**src/rtl/riscv_pkg.sv**
```systemverilog
// Shared RV32 definitions: core widths, NOP encoding,
// opcode map and the fetch->decode entry bundle.
package riscv_pkg;

  localparam int XLEN = 32;

  localparam logic [31:0] NOP_INST = 32'h0000_0013;
  localparam logic [31:0] DEFAULT_RESET_PC = 32'h0100_0000;

  localparam logic [6:0] OP_LUI    = 7'b0110111;
  localparam logic [6:0] OP_AUIPC  = 7'b0010111;
  localparam logic [6:0] OP_JAL    = 7'b1101111;
  localparam logic [6:0] OP_JALR   = 7'b1100111;
  localparam logic [6:0] OP_BRANCH = 7'b1100011;
  localparam logic [6:0] OP_LOAD   = 7'b0000011;
  localparam logic [6:0] OP_STORE  = 7'b0100011;
  localparam logic [6:0] OP_IMM    = 7'b0010011;
  localparam logic [6:0] OP_REG    = 7'b0110011;
  localparam logic [6:0] OP_FENCE  = 7'b0001111;
  localparam logic [6:0] OP_SYSTEM = 7'b1110011;

  typedef struct packed {
    logic [XLEN-1:0] pc;
    logic [31:0]     inst;
  } fetch_entry_t;

  function automatic logic [XLEN-1:0] word_align(
    input logic [XLEN-1:0] a
  );
    return {a[XLEN-1:2], 2'b00};
  endfunction

endpackage

```
**src/rtl/fetch_fifo.sv**
```systemverilog
// Small {pc,inst} buffer between fetch and decode.
// Flush beats push/pop; head is read combinationally.
module fetch_fifo
  import riscv_pkg::*;
#(
  parameter int DEPTH = 2
) (
  input  logic                   clk,
  input  logic                   rst_n,
  input  logic                   push,
  input  logic                   pop,
  input  logic                   flush,
  input  fetch_entry_t           din,
  output fetch_entry_t           head,
  output logic [$clog2(DEPTH):0] count
);

  localparam int AW = $clog2(DEPTH);
  localparam int CW = AW + 1;

  fetch_entry_t mem [DEPTH];
  logic [AW-1:0] rd_ptr;
  logic [AW-1:0] wr_ptr;

  assign head = mem[rd_ptr];

  // pointer and occupancy tracking
  always_ff @(posedge clk or negedge rst_n) begin
    if (!rst_n) begin
      rd_ptr <= '0;
      wr_ptr <= '0;
      count  <= '0;
    end else if (flush) begin
      rd_ptr <= '0;
      wr_ptr <= '0;
      count  <= '0;
    end else begin
      if (push) wr_ptr <= wr_ptr + 1'b1;
      if (pop)  rd_ptr <= rd_ptr + 1'b1;
      count <= count + CW'(push) - CW'(pop);
    end
  end

  // payload storage; contents are don't-care until counted
  always_ff @(posedge clk) begin
    if (push && !flush) mem[wr_ptr] <= din;
  end

endmodule

```
**src/rtl/fetch_unit.sv**
```systemverilog
// Instruction fetch: PC, single in-flight imem request,
// epoch-tagged responses, buffered hand-off to decode.
module fetch_unit
  import riscv_pkg::*;
#(
  parameter logic [31:0] RESET_PC   = DEFAULT_RESET_PC,
  parameter int          FIFO_DEPTH = 2
) (
  input  logic        clock,
  input  logic        reset_n,
  output logic        imem_req_valid,
  input  logic        imem_req_ready,
  output logic [31:0] imem_req_addr,
  input  logic        imem_resp_valid,
  input  logic [31:0] imem_resp_data,
  input  logic        redirect_valid,
  input  logic [31:0] redirect_pc,
  input  logic        stall,
  output logic        f_valid,
  output logic [31:0] f_pc,
  output logic [31:0] inst
);

  localparam int CW = $clog2(FIFO_DEPTH) + 1;

  logic [31:0]   pc;
  logic          outstanding;
  logic          epoch;
  logic          req_epoch;
  logic [31:0]   req_pc;
  logic [31:0]   last_pc;

  logic [CW-1:0] fifo_count;
  fetch_entry_t  head;
  fetch_entry_t  din;

  logic          pop;
  logic          push;
  logic          resp_fire;
  logic          req_fire;
  logic          can_issue;
  logic [CW:0]   entries_after;

  assign f_valid = (fifo_count != '0);
  assign f_pc    = f_valid ? head.pc : last_pc;
  assign inst    = f_valid ? head.inst : NOP_INST;

  assign pop       = f_valid && !stall;
  assign resp_fire = imem_resp_valid && outstanding;
  assign push      = resp_fire && (req_epoch == epoch)
                     && !redirect_valid;

  // the in-flight request always owns a slot it may fill
  assign entries_after = {1'b0, fifo_count}
                         - (CW+1)'(pop)
                         + (CW+1)'(outstanding);

  assign can_issue = (!outstanding || imem_resp_valid)
                     && (entries_after < (CW+1)'(FIFO_DEPTH));

  assign imem_req_valid = can_issue && !redirect_valid && reset_n;
  assign imem_req_addr  = pc;
  assign req_fire       = imem_req_valid && imem_req_ready;

  assign din = '{pc: req_pc, inst: imem_resp_data};

  fetch_fifo #(
    .DEPTH (FIFO_DEPTH)
  ) u_fifo (
    .clk   (clock),
    .rst_n (reset_n),
    .push  (push),
    .pop   (pop),
    .flush (redirect_valid),
    .din   (din),
    .head  (head),
    .count (fifo_count)
  );

  // PC steering and epoch; a one-bit epoch only stays
  // correct if an already-stale request is not re-tagged,
  // so back-to-back redirects toggle it once
  always_ff @(posedge clock or negedge reset_n) begin
    if (!reset_n) begin
      pc    <= RESET_PC;
      epoch <= 1'b0;
    end else if (redirect_valid) begin
      pc <= word_align(redirect_pc);
      if (outstanding && !imem_resp_valid
          && (req_epoch == epoch))
        epoch <= ~epoch;
    end else if (req_fire) begin
      pc <= pc + 32'd4;
    end
  end

  // in-flight request bookkeeping
  always_ff @(posedge clock or negedge reset_n) begin
    if (!reset_n) begin
      outstanding <= 1'b0;
      req_epoch   <= 1'b0;
      req_pc      <= '0;
    end else if (req_fire) begin
      outstanding <= 1'b1;
      req_epoch   <= epoch;
      req_pc      <= pc;
    end else if (resp_fire) begin
      outstanding <= 1'b0;
    end
  end

  // remember the last presented pc for the empty case
  always_ff @(posedge clock or negedge reset_n) begin
    if (!reset_n) begin
      last_pc <= '0;
    end else if (f_valid) begin
      last_pc <= head.pc;
    end
  end

endmodule
```
**config.mk**
```make
export PLATFORM = sky130hd
export DESIGN_NAME = fetch_unit
export DESIGN_NICKNAME = d
export VERILOG_FILES = /design/src/rtl/riscv_pkg.sv /design/src/rtl/fetch_fifo.sv /design/src/rtl/fetch_unit.sv
export SDC_FILE = /design/constraint.sdc
export NUM_CORES = 1
export LEC_CHECK = 0
export BUFFER_PORTS_ARGS = -buffer_cell sky130_fd_sc_hd__buf_4
export CAP_MARGIN = 20
export CORE_ASPECT_RATIO = 1.75
export CORE_UTILIZATION = 25
export CTS_BUF_LIST = sky130_fd_sc_hd__clkbuf_8
export CTS_CLUSTER_SIZE = 14
export DETAILED_ROUTE_END_ITERATION = 7
export PLACE_DENSITY = 0.46
export RECOVER_POWER = 100
export SLEW_MARGIN = 20
export SYNTH_ARGS = -nofsm -noshare
export SYNTH_HDL_FRONTEND = slang
export SYNTH_HIERARCHICAL = 1
export SYNTH_SLANG_ARGS = --single-unit
export TNS_END_PERCENT = 30
```
**constraint.sdc**
```tcl
create_clock -name clock -period 8.8 [get_ports clock]
set_input_delay 1.76 -clock clock [delete_from_list [all_inputs] [get_ports clock]]
set_output_delay 1.76 -clock clock [all_outputs]
set_load 0.02 [all_outputs]
```
==> flow_summary.json <==
{
  "status": "complete, but fails checks",
  "violations_in_the_final_reports": "capacitance limit, slew limit",
  "yosys.area.top_type": "edfxtp_1",
  "worst_hold_path_type": "reg -> reg",
  "dpl.hpwl_um": 15510,
  "proportion_of_netlist_area_held_by_the_largest_area_contributor": 0.3967,
  "ys.flop_type": "edfxtp_1",
  "htree_num_levels": 2,
  "power.ir.vdd_worst_v": 0.00008722,
  "combPwrFrac": 0.343,
  "rows": 95,
  "io_pins": 168,
  "worst_path_cell_chain": "clkbuf_1, nor3_1, and3b_4, clkbuf_1",
  "syn_avg_cell_area_um2": 14.16,
  "initial_utilization": 0.2531,
  "timing_max_transition_violations_final": 311,
  "peak_fanout_along_the_critical_path": 64,
  "final.setup.tns_ns": 0,
  "r2r-start": "u_fifo/count[1]",
  "worstMarginPinSlew_ns": 4.150,
  "net-switching-power_mw": 1.321,
  "worst_rel_slew_slack": -1.767,
  "floorplan.core_area_um2": 38270,
  "dr.pass1.iters": 4,
  "post_route_cells_drive_above_1_share": 0.2322,
  "final_hold_viol_count": 0,
  "core_util_final": 0.3060,
  "vias_per_cell": 4.441,
  "part_of_the_total_power_dissipated_in_the_clock_network": 0.232,
  "most_common_cell_type_on_the_critical_path": "clkbuf_1",
  "switching_share": 0.3743,
  "antenna_found_initial": 1,
  "global_route.usage.total": 0.1246,
  "cts_setup_buffers": 0,
  "gpl.final_weighted_congestion": 0.7332,
  "placed_area_um2": 11420,
  "timing.fmax_mhz": 148.8,
  "cts_inserted_buffers": 37,
  "wirelength_um": 24000,
  "critPathLaunch": "redirect_valid",
  "worst_hold_startpoint": "req_pc[20]",
  "dr.first_iter.drc_count": 286,
  "post_synth_instance_area_um2": 9688,
  "synth.most_common_cell": "edfxtp_1",
  "detail_route.wl_per_cell_um": 17.48,
  "die_y_um": 262.4,
  "cts_root_buf": "clkbuf_8",
  "synth_cell_types": 52,
  "cts_resized": 0,
  "synth_sequential_area_ratio": 0.6526,
  "clk_pin_slew_worst_paths_ns": 0.06,
  "hold_buffers": 0,
  "end_kind": "flop",
  "ant_nets": 0,
  "internal_power_mw": 2.208,
  "cp_data_arrival_time_ns": 6.75,
  "remaining_drc_errors": 0,
  "crit_slowest_cell": "clkbuf_1",
  "total_via_count_after_detailed_routing": 6098,
  "syn-instance-count": 684,
  "synth_warnings": 6,
  "clock_insertion_delay_worst_skew_ns": 0.53,
  "timing.critical_path.from_type": "input pin",
  "async_flop_share": 0.4361,
  "seqPwrFrac": 0.425,
  "final_period_minus_worst_setup_slack_ns": 6.720,
  "cts.sink_count": 227,
  "grt_max_degree": 70,
  "synth.area.top_cells": "edfxtp_1, dfrtp_1, mux2_4",
  "path_class": "in -> reg",
  "design.die.area_um2": 39570,
  "grt_pass1_wl_um": 37920,
  "grt.overflow.total": 0,
  "synth_enable_flop_cells": 128,
  "power_leakage_nw": 4.547,
  "final_min_period_over_clock_period": 0.7636,
  "worst_clock_skew_ns": 0.01212,
  "tritoncts": "yes",
  "final_nets": 937,
  "grt_pass1_vias": 6500,
  "fp.dieW_um": 150.8,
  "port-buffer-count": 163,
  "syn2layout_area_growth_pct": 20.88,
  "grt_setup_unrepaired": "no",
  "maxCapViolations": 6,
  "fin_area_um2": 11710,
  "cp.required_ns": 8.83,
  "pwr_density_cell_nw_per_um2": 301.3,
  "synth_common_cells": "edfxtp_1, nand2_1, dfrtp_1",
  "final_count_of_negative_setup_slack_endpoints": 0,
  "fin_total_pwr_mw": 3.528,
  "ctsLongestPathBuffers": 3,
  "critical_path.max_stage_delay_ns": 2.91,
  "fin_hold_ws_ns": 0.4698,
  "register_bit_count_reported_by_yosys": 227
}
-- power groups by stage --
stage	registers (mW)	logic, mW	clock network [mW]
after floorplan	1.49	0.866	0
after CTS	1.50	1.41	0.864
after detailed placement	1.52	1.41	0
after global routing	1.53	1.33	0.907
after global placement	1.51	1.40	0
final	1.50	1.21	0.819
-- cell type report --
class | count | area, um2
diodes | 1 | 2.502
clock buffers | 38 | 523.0
clock inverters | 26 | 112.6
fillers | 3978 | 26560
inverters | 9 | 33.78
multi-input cells | 416 | 3164
flip-flops and latches | 227 | 6326
well taps | 485 | 606.8
repair buffers | 171 | 942.2
-- per-stage QoR --
step	setup slack [ns]	instances
4_1_cts	3.142	1372
5_1_grt	1.549	1373
3_5_place_dp	3.163	1308
3_3_place_gp	3.126	1308
2_1_floorplan	0.9651	689
6_report	2.080	1373
-- path summary, 6_finish.rpt --
kind,to,depth (start not counted),slack (ns)
max,u_fifo/mem[1][4],4,2.08
min,u_fifo/mem[0][52],0,0.47
max reg2reg,imem_req_addr[15],11,2.32
min reg2reg,u_fifo/mem[0][52],0,0.47
max in group asynchronous,u_fifo/rd_ptr,2,4.66
min in group asynchronous,imem_req_addr[5],1,2.12
-- logic make-up (layout without fill, tap and decap cells) --
| logic type | Yosys count | in the layout | synth area share |
|---|---|---|---|
| compound gates | 62 | 62 | 0.04934 |
| xor+xnor | 6 | 6 | 0.006845 |
| fa+ha+maj | 5 | 5 | 0.007233 |
| buf+inv | 46 | 244 | 0.02389 |
| flops | 227 | 227 | 0.6526 |
| mux | 100 | 100 | 0.1351 |
| other cells | 1 | 7 | 0.0003871 |
| simple gates | 237 | 237 | 0.1246 |
-- layer usage --
layer | wire (um) | global-route usage | up-vias
met4 | 736 | 0.05189 | 0
met2 | 12890 | 0.2251 | 164
met1 | 9347 | 0.1419 | 3008
met5 | 0 | 0 | -
li1 | - | - | 2878
met3 | 1024 | 0.02049 | 48
-- worst max-delay path, delay by kind of cell --
family	cells	cell delay (ns)
buffers and inverters	2	3.81
and+or+nand+nor	2	1.15
-- state kept, by name, summed over array words and instances, names as in the netlist --
signal / flops
u_fifo/rd_ptr: 1
req_pc: 30
u_fifo/count: 2
u_fifo/mem: 128
imem_req_addr: 30
outstanding: 1
epoch: 1
u_fifo/wr_ptr: 1
last_pc: 32
req_epoch: 1
-- cell usage in the layout, fill, tap and decap left out, types with 5 or more instances in the layout --
cell type | Yosys | routed
nor4_1 | 5 | 5
or3_1 | 6 | 6
o211ai_1 | 11 | 11
mux2_4 | 50 | 50
a22oi_1 | 8 | 8
clkbuf_1 | 20 | 91
nand4_1 | 9 | 9
clkbuf_4 | 0 | 20
nor3_1 | 7 | 7
edfxtp_1 | 128 | 128
nand2_1 | 110 | 110
and2_1 | 32 | 10
conb_1 | 1 | 6
nand3_1 | 19 | 19
o21ai_0 | 6 | 6
inv_1 | 9 | 23
o311ai_0 | 7 | 7
mux2_2 | 46 | 24
dfrtp_1 | 98 | 97
and2_0 | 0 | 22
nand2b_1 | 5 | 5
a21o_1 | 5 | 5
and4_1 | 6 | 6
nor2_1 | 7 | 6
mux2_1 | 0 | 22
clkinv_2 | 0 | 6
nor2b_1 | 7 | 7
clkbuf_8 | 0 | 38
a221o_1 | 8 | 8
buf_4 | 2 | 60
or4_1 | 15 | 15
Power figures use the tool's default switching activity.
